**src/rtl/i2c_reg_init_seq_if.sv**
```systemverilog
// Table, control and open-drain line bundle between the init sequencer and its environment.
// The master modport is the sequencer side; slave is the board/table side.
interface i2c_reg_init_seq_if #(
   parameter int IDX_W = 8
);
   logic             start;
   logic [IDX_W-1:0] reg_idx;
   logic [7:0]       reg_addr;
   logic [7:0]       reg_data;
   logic             sda_i;
   logic             sda_oe;
   logic             scl_oe;
   logic             busy;
   logic             done;
   logic             err;

   modport master (
      input  start, reg_addr, reg_data, sda_i,
      output reg_idx, sda_oe, scl_oe, busy, done, err
   );

   modport slave (
      output start, reg_addr, reg_data, sda_i,
      input  reg_idx, sda_oe, scl_oe, busy, done, err
   );
endinterface

```
**src/rtl/i2c_reg_init_seq.sv**
```systemverilog
// I2C write-only master: sends NUM_REGS (addr, data) pairs to one slave, retrying NACKed
// entries up to MAX_RETRY times, and reports sticky done/err.
module i2c_reg_init_seq #(
   parameter logic [6:0] SLAVE_ADDR     = 7'h76,
   parameter int         NUM_REGS       = 5,
   parameter int         QUARTER_CYCLES = 188,
   parameter int         MAX_RETRY      = 3,
   parameter int         IDX_W          = 8
) (
   input logic                Clk,
   input logic                Reset_n,
   i2c_reg_init_seq_if.master bus
);
   localparam int QW = (QUARTER_CYCLES > 1) ? $clog2(QUARTER_CYCLES) : 1;

   typedef enum logic [2:0] {S_IDLE, S_START, S_BIT_LO, S_BIT_HI, S_STOP, S_GAP} state_t;

   state_t           state, state_nxt;
   logic [QW-1:0]    qcnt;
   logic [1:0]       qph;
   logic [4:0]       slot;
   logic [26:0]      shreg;
   logic [3:0]       retry;
   logic             nack;
   logic [IDX_W-1:0] reg_idx;
   logic             busy, done, err;
   logic             sda_oe, scl_oe;
   logic [1:0]       sda_sync;
   logic             tick, end2, end4, ack_slot, last_idx, retry_max;
   logic             sda_nxt, scl_nxt;

   assign tick      = (qcnt == QW'(QUARTER_CYCLES - 1));
   assign end2      = tick && (qph == 2'd1);
   assign end4      = tick && (qph == 2'd3);
   assign ack_slot  = (slot == 5'd8) || (slot == 5'd17) || (slot == 5'd26);
   assign last_idx  = (reg_idx == IDX_W'(NUM_REGS - 1));
   assign retry_max = (retry == 4'(MAX_RETRY));

   assign bus.reg_idx = reg_idx;
   assign bus.sda_oe  = sda_oe;
   assign bus.scl_oe  = scl_oe;
   assign bus.busy    = busy;
   assign bus.done    = done;
   assign bus.err     = err;

   always_ff @(posedge Clk) begin
      if (!Reset_n) state <= S_IDLE;
      else          state <= state_nxt;
   end

   // Line levels are computed from the current state and registered, so every SCL/SDA
   // edge lags its state boundary by exactly one cycle and phase lengths stay exact.
   always_comb begin
      state_nxt = state;
      sda_nxt   = sda_oe;
      scl_nxt   = scl_oe;
      case (state)
         S_IDLE: begin
            sda_nxt = 1'b0;
            scl_nxt = 1'b0;
            if (bus.start) state_nxt = S_START;
         end
         S_START: begin
            sda_nxt = 1'b1;
            scl_nxt = 1'b0;
            if (end2) state_nxt = S_BIT_LO;
         end
         S_BIT_LO: begin
            scl_nxt = 1'b1;
            if (qph == 2'd1) sda_nxt = ~shreg[26];
            if (end2) state_nxt = S_BIT_HI;
         end
         S_BIT_HI: begin
            scl_nxt = 1'b0;
            if (end2) state_nxt = (slot == 5'd26) ? S_STOP : S_BIT_LO;
         end
         S_STOP: begin
            scl_nxt = ~qph[1];
            sda_nxt = (qph != 2'd3);
            if (end4) state_nxt = S_GAP;
         end
         S_GAP: begin
            sda_nxt = 1'b0;
            scl_nxt = 1'b0;
            if (end4)
               state_nxt = ((!nack && last_idx) || (nack && retry_max)) ? S_IDLE : S_START;
         end
         default: state_nxt = S_IDLE;
      endcase
   end

   always_ff @(posedge Clk) begin
      if (!Reset_n) begin
         qcnt     <= '0;
         qph      <= '0;
         slot     <= '0;
         shreg    <= '0;
         retry    <= '0;
         nack     <= 1'b0;
         reg_idx  <= '0;
         busy     <= 1'b0;
         done     <= 1'b0;
         err      <= 1'b0;
         sda_oe   <= 1'b0;
         scl_oe   <= 1'b0;
         sda_sync <= 2'b11;
      end else begin
         sda_sync <= {sda_sync[0], bus.sda_i};
         sda_oe   <= sda_nxt;
         scl_oe   <= scl_nxt;

         if (state_nxt != state) begin
            qcnt <= '0;
            qph  <= '0;
         end else if (tick) begin
            qcnt <= '0;
            qph  <= qph + 2'd1;
         end else begin
            qcnt <= qcnt + QW'(1);
         end

         if (state == S_IDLE && bus.start) begin
            busy    <= 1'b1;
            done    <= 1'b0;
            err     <= 1'b0;
            reg_idx <= '0;
            retry   <= '0;
         end

         // Latch on the first START cycle so the table has already seen the new reg_idx.
         // ACK positions hold 1 so the shifted bit releases SDA there.
         if (state == S_START && qph == 2'd0 && qcnt == '0) begin
            shreg <= {SLAVE_ADDR, 1'b0, 1'b1, bus.reg_addr, 1'b1, bus.reg_data, 1'b1};
            slot  <= '0;
            nack  <= 1'b0;
         end

         if (state == S_BIT_HI && qph == 2'd0 && tick && ack_slot && sda_sync[1])
            nack <= 1'b1;

         if (state == S_BIT_HI && end2) begin
            shreg <= {shreg[25:0], 1'b0};
            slot  <= slot + 5'd1;
         end

         if (state == S_GAP && end4) begin
            if (!nack) begin
               if (last_idx) begin
                  busy <= 1'b0;
                  done <= 1'b1;
               end else begin
                  reg_idx <= reg_idx + IDX_W'(1);
                  retry   <= '0;
               end
            end else if (retry_max) begin
               busy <= 1'b0;
               err  <= 1'b1;
            end else begin
               retry <= retry + 4'd1;
            end
         end
      end
   end
endmodule

```
**src/flat_wrapper.sv**
```systemverilog
// flat-port wrapper written by rule: the top's interface ports become plain ports
module i2c_reg_init_seq_flat 
#(
   parameter logic [6:0] SLAVE_ADDR     = 7'h76,
   parameter int         NUM_REGS       = 5,
   parameter int         QUARTER_CYCLES = 188,
   parameter int         MAX_RETRY      = 3,
   parameter int         IDX_W          = 8
)
  (Clk, Reset_n, bus_start, bus_reg_addr, bus_reg_data, bus_sda_i, bus_reg_idx, bus_sda_oe, bus_scl_oe, bus_busy, bus_done, bus_err);
  i2c_reg_init_seq_if #(.IDX_W(IDX_W)) bus_i ();
  input logic Clk;
  input logic Reset_n;
  input wire logic [$bits(bus_i.start)-1:0] bus_start;
  input wire logic [$bits(bus_i.reg_addr)-1:0] bus_reg_addr;
  input wire logic [$bits(bus_i.reg_data)-1:0] bus_reg_data;
  input wire logic [$bits(bus_i.sda_i)-1:0] bus_sda_i;
  output wire logic [$bits(bus_i.reg_idx)-1:0] bus_reg_idx;
  output wire logic [$bits(bus_i.sda_oe)-1:0] bus_sda_oe;
  output wire logic [$bits(bus_i.scl_oe)-1:0] bus_scl_oe;
  output wire logic [$bits(bus_i.busy)-1:0] bus_busy;
  output wire logic [$bits(bus_i.done)-1:0] bus_done;
  output wire logic [$bits(bus_i.err)-1:0] bus_err;
  assign bus_i.start = bus_start;
  assign bus_i.reg_addr = bus_reg_addr;
  assign bus_i.reg_data = bus_reg_data;
  assign bus_i.sda_i = bus_sda_i;
  assign bus_reg_idx = bus_i.reg_idx;
  assign bus_sda_oe = bus_i.sda_oe;
  assign bus_scl_oe = bus_i.scl_oe;
  assign bus_busy = bus_i.busy;
  assign bus_done = bus_i.done;
  assign bus_err = bus_i.err;
  i2c_reg_init_seq #(.SLAVE_ADDR(SLAVE_ADDR), .NUM_REGS(NUM_REGS), .QUARTER_CYCLES(QUARTER_CYCLES), .MAX_RETRY(MAX_RETRY), .IDX_W(IDX_W)) u_core (.Clk(Clk), .Reset_n(Reset_n), .bus(bus_i));
endmodule
```
**config.mk**
```make
export PLATFORM = sky130hd
export DESIGN_NAME = i2c_reg_init_seq_flat
export DESIGN_NICKNAME = d
export VERILOG_FILES = /design/src/rtl/i2c_reg_init_seq_if.sv /design/src/rtl/i2c_reg_init_seq.sv /design/src/flat_wrapper.sv
export SDC_FILE = /design/constraint.sdc
export NUM_CORES = 1
export LEC_CHECK = 0
export BUFFER_PORTS_ARGS = -buffer_cell sky130_fd_sc_hd__buf_2
export CAP_MARGIN = 15
export CORE_UTILIZATION = 25
export DETAILED_ROUTE_END_ITERATION = 16
export PLACE_DENSITY_LB_ADDON = 0.3
export REMOVE_ABC_BUFFERS = 1
export SETUP_SLACK_MARGIN = 0.1
export SYNTH_ARGS = -nofsm -noshare
export SYNTH_HDL_FRONTEND = slang
export SYNTH_SLANG_ARGS = --single-unit
```
**constraint.sdc**
```tcl
create_clock -name Clk -period 3.7 [get_ports Clk]
set_input_delay 0.37 -clock Clk [delete_from_list [all_inputs] [get_ports Clk]]
set_output_delay 0.37 -clock Clk [all_outputs]
set_load 0.05 [all_outputs]
```
==> run metrics, run 1 <==
critical path data arrival time=around 2.5 ns; nets=roughly 420; IO buf count=32; gr ovfl total=0; vias per inst=between 4 and 5; worst vdd ir=around 0.00021 V; critical path peak fanout=7; final hold vios=0; Post-synth EDFFs=0; clock latency on the worst-skew pair=around 0.33 ns; Final Skew=around 0.0053 ns; Leakage Power=1.40 nW; vias in the first global route=between 2k and 2.5k; post-synthesis cell count=about 370; RSZ-0062 raised after global routing=no; Multi-input gate area=~1700 um2; DIE AREA=roughly 13000 um2; fraction of registers with async set/reset=0%; Netlist cell types=60; status=completed; Post-route DRC=0; Setup violations, final=0; max_cap viols=0; cts bufs inserted=9; Sink Count=65; Clock Tree Root=clkbuf_16; final worst path period share=between 60% and 70%; worst-margin pin slew=between 0.7 and 0.8 ns; Period minus WS final=approximately 2.3 ns; Hold Crit Class=primary input to flip-flop; Routed Antenna Nets=0; Area Growth Syn to Fin=18.6%; Vias=roughly 2.7k; top-level I/O count=33; drt first pass iters=4; Reg clk slew, reported paths=about 0.060 ns; syn_area_per_cell=8.71 um2; dpl ws=between 1 and 1.5 ns; antenna violations before repair=0; Initial Util=between 20% and 30%; setup bufs post-CTS=0; gpl congestion=between 0.8 and 0.9; Die W=115 um; Setup WS post-layout=~1.4 ns; All-Layer GR Usage=a little under an eighth; first-pass GRT wire length=between 10000 and 15000 um; Crit. End Element=flip-flop; Wirelength per Cell=12.6 um; register area=~1300 um2; TritonCTS clock tree=yes; slew margin rel.=about half; Power Total=between 1.5 and 2 mW; DIE HEIGHT=115 um; largest net degree at the start of global routing=a little over 40; Initial DRC Count=around 180; n_diodes=0; required time of the critical path=3.94 ns; yosys warns=0; CP Class=flip-flop to flip-flop; H-Tree Level Count=3; fmax=~0.44 GHz; Rows=40; HPWL Detailed=4980 um; post-CTS sizing=0; startpoint types=flip-flop; Primary FF master, synth=dfxtp_1; CTS max path bufs=2; Pwr Density=approximately 440 nW/um2; Slew Limit Fails=0; final WL=7130 um; Filler cells=1308; mapped cell area=approximately 3200 um2; Hold Slack=0.223 ns; Hold Buf Count CTS=0; setup TNS=0 ns; register area share after synthesis=40.9%; share of cells above drive strength 1=17.6%; Core Area=between 10000 and 15000 um2; Seq cells post-synth=65
area by class of cell:
type / count / share of cell area, %
flip-flops and latches: 65 / 34.5
clock buffers: 10 / 6.07
multi-input cells: 262 / 45.8
clock inverters: 6 / 1.19
well taps: 168 / 5.57
inverters: 17 / 1.69
repair buffers: 37 / 5.24
cells in the final DEF (no fill, tap or decap), types with 3 or more instances in the layout:
cell,Yosys,layout
and3_1,4,4
inv_1,17,17
clkinvlp_4,0,3
nor2_1,33,33
nand4_1,6,6
nor3_1,10,9
nand3_1,16,16
buf_4,1,5
nand2_1,33,33
o2111a_1,3,3
nand3b_1,4,4
nor4_1,3,3
xor2_1,7,7
xnor2_1,4,4
dfxtp_1,65,65
nand2b_1,5,5
clkbuf_16,0,9
a22oi_1,22,22
a211oi_1,3,3
a31oi_1,3,3
ha_1,12,12
o21ai_0,9,9
and2_1,4,4
buf_2,9,32
a21oi_1,30,30
o22ai_1,8,8
mux2i_1,3,3
Yosys cell counts, drive strengths merged (4+ instances only):
cell type   n  share of area [%]
a21oi      30                4.7
nand3b      5                1.6
nor2       34                4.1
ha         12                4.7
nand2b      5               0.98
nand4       6                1.2
buf        10                1.7
xor2        7                1.9
o22ai       8                1.6
nand2      34                4.1
dfxtp      65                 41
o21ai      11                1.7
nor3       11                1.9
xnor2       4                1.1
inv        17                2.0
clkbuf     11                1.3
nand3      17                2.8
and2        4               0.79
a22oi      22                5.2
and3        4               0.79
power breakdown:
part	leakage (nW)	internal [mW]	switching [mW]
clock network	0.125	0.454	0.316
registers	0.529	0.731	0.0232
logic	0.745	0.0560	0.0840
total	1.40	1.24	0.424
worst max-delay path: stages, from the launching register on:
cell and delay, ns:
dfxtp_1 0.47, ha_1 0.30, and3_1 0.31, nand2_2 0.15, a221oi_2 0.39, nand3b_4 0.18, a2111oi_4 0.36
layer usage:
layer | track usage, % | vias to the layer above | wire, um
met1 | 14.3 | 1273 | 3480
met2 | 18.1 | 53 | 3160
met5 | 0 | - | 0
met3 | 4.01 | 11 | 319
met4 | 6.06 | 0 | 179
li1 | - | 1378 | -
final timing paths:
path                       from                 end  slack (ns)  cells past startpoint
max reg2reg      u_core.qcnt[0]      u_core.qcnt[0]        1.44                      6
max              u_core.qcnt[0]      u_core.qcnt[0]        1.44                      6
min reg2reg  u_core.sda_sync[0]  u_core.sda_sync[1]        0.41                      1
min                   bus_sda_i  u_core.sda_sync[0]        0.22                      2
flip-flops by register name (all words and copies together) (netlist names):
signal              cells
u_core.shreg           27
u_core.bus.reg_idx      8
u_core.qcnt             8
u_core.slot             5
u_core.retry            4
u_core.state            3
u_core.qph              2
u_core.sda_sync         2
u_core.bus.busy         1
u_core.bus.done         1
u_core.bus.err          1
u_core.bus.scl_oe       1
u_core.bus.sda_oe       1
u_core.nack             1
stage by stage:
| stage | util [%] | instance area [um2] | cells |
|---|---|---|---|
| final | 30.9 | 3770 | 565 |
| after global routing | 30.9 | 3770 | 565 |
| after CTS | 30.9 | 3770 | 565 |
| after detailed placement | 28.7 | 3500 | 549 |
| after global placement | 28.7 | 3500 | 549 |
| after floorplan | - | 3090 | 344 |
kinds of logic after synthesis:
logic type,share of synthesized area (%)
and+or+nand+nor,23.6
AOI/OAI and AO/OA,21.5
DFF,40.9
buffers and inverters,4.96
adders and majority gates,4.72
xor gates and xnor gates,3.03
muxes,1.30
Power figures use the tool's default switching activity.
==> run 2, diff against run 1 <==
==> constraint.sdc (replaced) <==
create_clock -name Clk -period 2.33 [get_ports Clk]
set_input_delay 0.233 -clock Clk [delete_from_list [all_inputs] [get_ports Clk]]
set_output_delay 0.233 -clock Clk [all_outputs]
set_load 0.05 [all_outputs]
==> run metrics, run 2 (synthesis gave the netlist of run 1 again) <==
Period minus WS final=2.16 ns (-0.0966 ns); final hold vios=0 (unchanged); fmax=0.463 GHz (+4.5%); status=completed; critical path data arrival time=2.40 ns (-0.09 ns); Initial DRC Count=160 (-9.1%); RSZ-0062 raised after global routing=no; HPWL Detailed=5200 um (+4.3%); first-pass GRT wire length=12400 um (+4.1%); TritonCTS clock tree=yes; Largest regs=u_core.shreg: 27 flops, u_core.bus.reg_idx: 8 flops, u_core.qcnt: 8 flops; nets=433 (+2.1%); vias in the first global route=2556 (+2.3%); Rows=40 (unchanged); Setup violations, final=0 (unchanged); worst r2r src=u_core.qph[1]; critical path peak fanout=7 (unchanged); worst-margin pin slew=0.590 ns (-0.124 ns); Hold Crit Class=primary input to flip-flop; Die W=115 um (unchanged); top-level I/O count=33 (unchanged); Vias=2751 (+1.3%); H-Tree Level Count=3 (unchanged); fraction of power spent switching nets=25.5% (+0.063 points); dpl cells=558 (+1.6%); Leakage Power=1.47 nW (+5.2%); final worst path period share=92.6% (+32 points); largest net degree at the start of global routing=42 (+2.4%); most frequent cells in the layout=65 x dfxtp_1, 33 x nand2_1, 33 x nor2_1, 32 x buf_2, 30 x a21oi_1; WHS Path Cells=2 (unchanged); worst hold endpoint=u_core.sda_sync[0]; sequential power share=42.2% (-3.1 points); sw power=719 uW (+70%); worst r2r path cells=7 (+1); max_cap viols=0 (unchanged); drt first pass iters=4 (unchanged); Clock Tree Root=clkbuf_16; Area Growth Syn to Fin=21.9%; cts bufs inserted=9 (unchanged); worst hold start=bus_sda_i; Internal Pwr Total=2.10 mW (+69%); share of cells above drive strength 1=19.7% (+2.1 points); RR Endpoint=u_core.qcnt[0]; Crit. End Element=flip-flop; slew margin rel.=60.5% (+8.5 points); required time of the critical path=2.58 ns (-1.36 ns); post-CTS sizing=0 (unchanged); All-Layer GR Usage=12.1% (+0.46 points); CTS max path bufs=2 (unchanged); Setup WS post-layout=0.172 ns (-1.27 ns); IO buf count=32 (unchanged); gpl congestion=0.817 (-2.6%); Initial Util=26.0% (unchanged); Slew Limit Fails=0 (unchanged); Core Area=12200 um2 (unchanged); Finished Layout Cells=574 (+1.6%); setup bufs post-CTS=0 (unchanged); max reg flops=27 (unchanged); Hold Buf Count CTS=0 (unchanged); Reg clk slew, reported paths=0.06 ns (about the same); Wirelength per Cell=12.9 um (+2.4%); DIE AREA=13200 um2 (unchanged); commonest non-fill, non-tap cell in the layout=dfxtp_1; startpoint types=flip-flop; CP Class=flip-flop to flip-flop; antenna violations before repair=0 (unchanged); dpl ws=0.214 ns (-1.23 ns); Post-route DRC=0 (unchanged); final WL=7420 um (+4.0%); largest register by flop count=u_core.shreg; worst vdd ir=0.000362 V (+73%); worst reg-to-reg setup slack=0.17 ns (-1.27 ns); setup TNS=0 ns (unchanged); clock latency on the worst-skew pair=0.34 ns (about the same); n_diodes=0 (unchanged); DIE HEIGHT=115 um (unchanged); Comb power frac=8.1% (-0.3 points); clock power share=49.7% (+3.4 points); vias per inst=4.79 (-0.26%); gr ovfl total=0 (unchanged); Pwr Density=727 nW/um2 (+65%); Sink Count=65 (unchanged); Routed Antenna Nets=0 (unchanged); Final Skew=0.00559 ns (+0.000279 ns)
==> run 2: cell count changes in the layout (fill, tap and decap cells not counted), sizes merged <==
cell	delta
inv	+5
clkinvlp	-2
bufinv	+1
clkinv	-3
clkbuf	-1
buf	+9
==> run 2: how the worst max path moves through the flow <==
stage | endpoint | cells after the start | slack, ns | startpoint
final | u_core.qcnt[0] | 7 | 0.17 | u_core.qph[1]
after CTS | u_core.qcnt[0] | 7 | 0.21 | u_core.qph[1]
after floorplan | u_core.nack | 6 | -0.17 | u_core.qcnt[0]
after detailed placement | u_core.qcnt[0] | 7 | 0.21 | u_core.qph[1]
after global placement | u_core.qcnt[0] | 7 | 0.25 | u_core.qph[1]
after global routing | u_core.qph[0] | 7 | 0.10 | u_core.qph[1]
==> run 2: layout make-up <==
cell class	count	area, um2
Tap cell	168	210
Clock inverter	7	83.8
Sequential cell	65	1300
Fill cell	1303	8340
Timing Repair Buffer	46	265
Inverter	17	63.8
Multi-Input combinational cell	262	1730
Clock buffer	9	225
==> run 2: power groups by stage <==
stage	Sequential, mW	Clock, mW	Combinational, mW
floorplan	1.22	0	0.142
global placement	1.21	0	0.229
detailed placement	1.21	0	0.231
CTS	1.19	1.45	0.232
global route	1.20	1.50	0.254
finish	1.19	1.40	0.229
==> run 2: metal layers <==
metal,track usage (%),part of all wire (%)
met2,18.7,45
met3,3.48,5.2
met1,15.3,48
met5,0,0
met4,6.32,2.2
==> run 2: stage by stage <==
step                instance area [um2]  power, mW  hold WS (ns)  util, %
finish                             3880       2.82        0.0771     31.7
global route                       3880       2.95        0.0870     31.7
CTS                                3880       2.87        0.0638     31.7
detailed placement                 3570       1.44         0.403     29.2
global placement                   3570       1.44         0.393     29.2
floorplan                          3090       1.36         0.306        -
==> run 2: worst max-delay path, cell delays in order, from the launching register on <==
cell and delay (ns):
dfxtp_1 0.33, inv_1 0.09, ha_1 0.32, nand3b_1 0.15
a2111oi_2 0.49, a221oi_2 0.11, a21bo_2 0.30, a2111oi_4 0.28
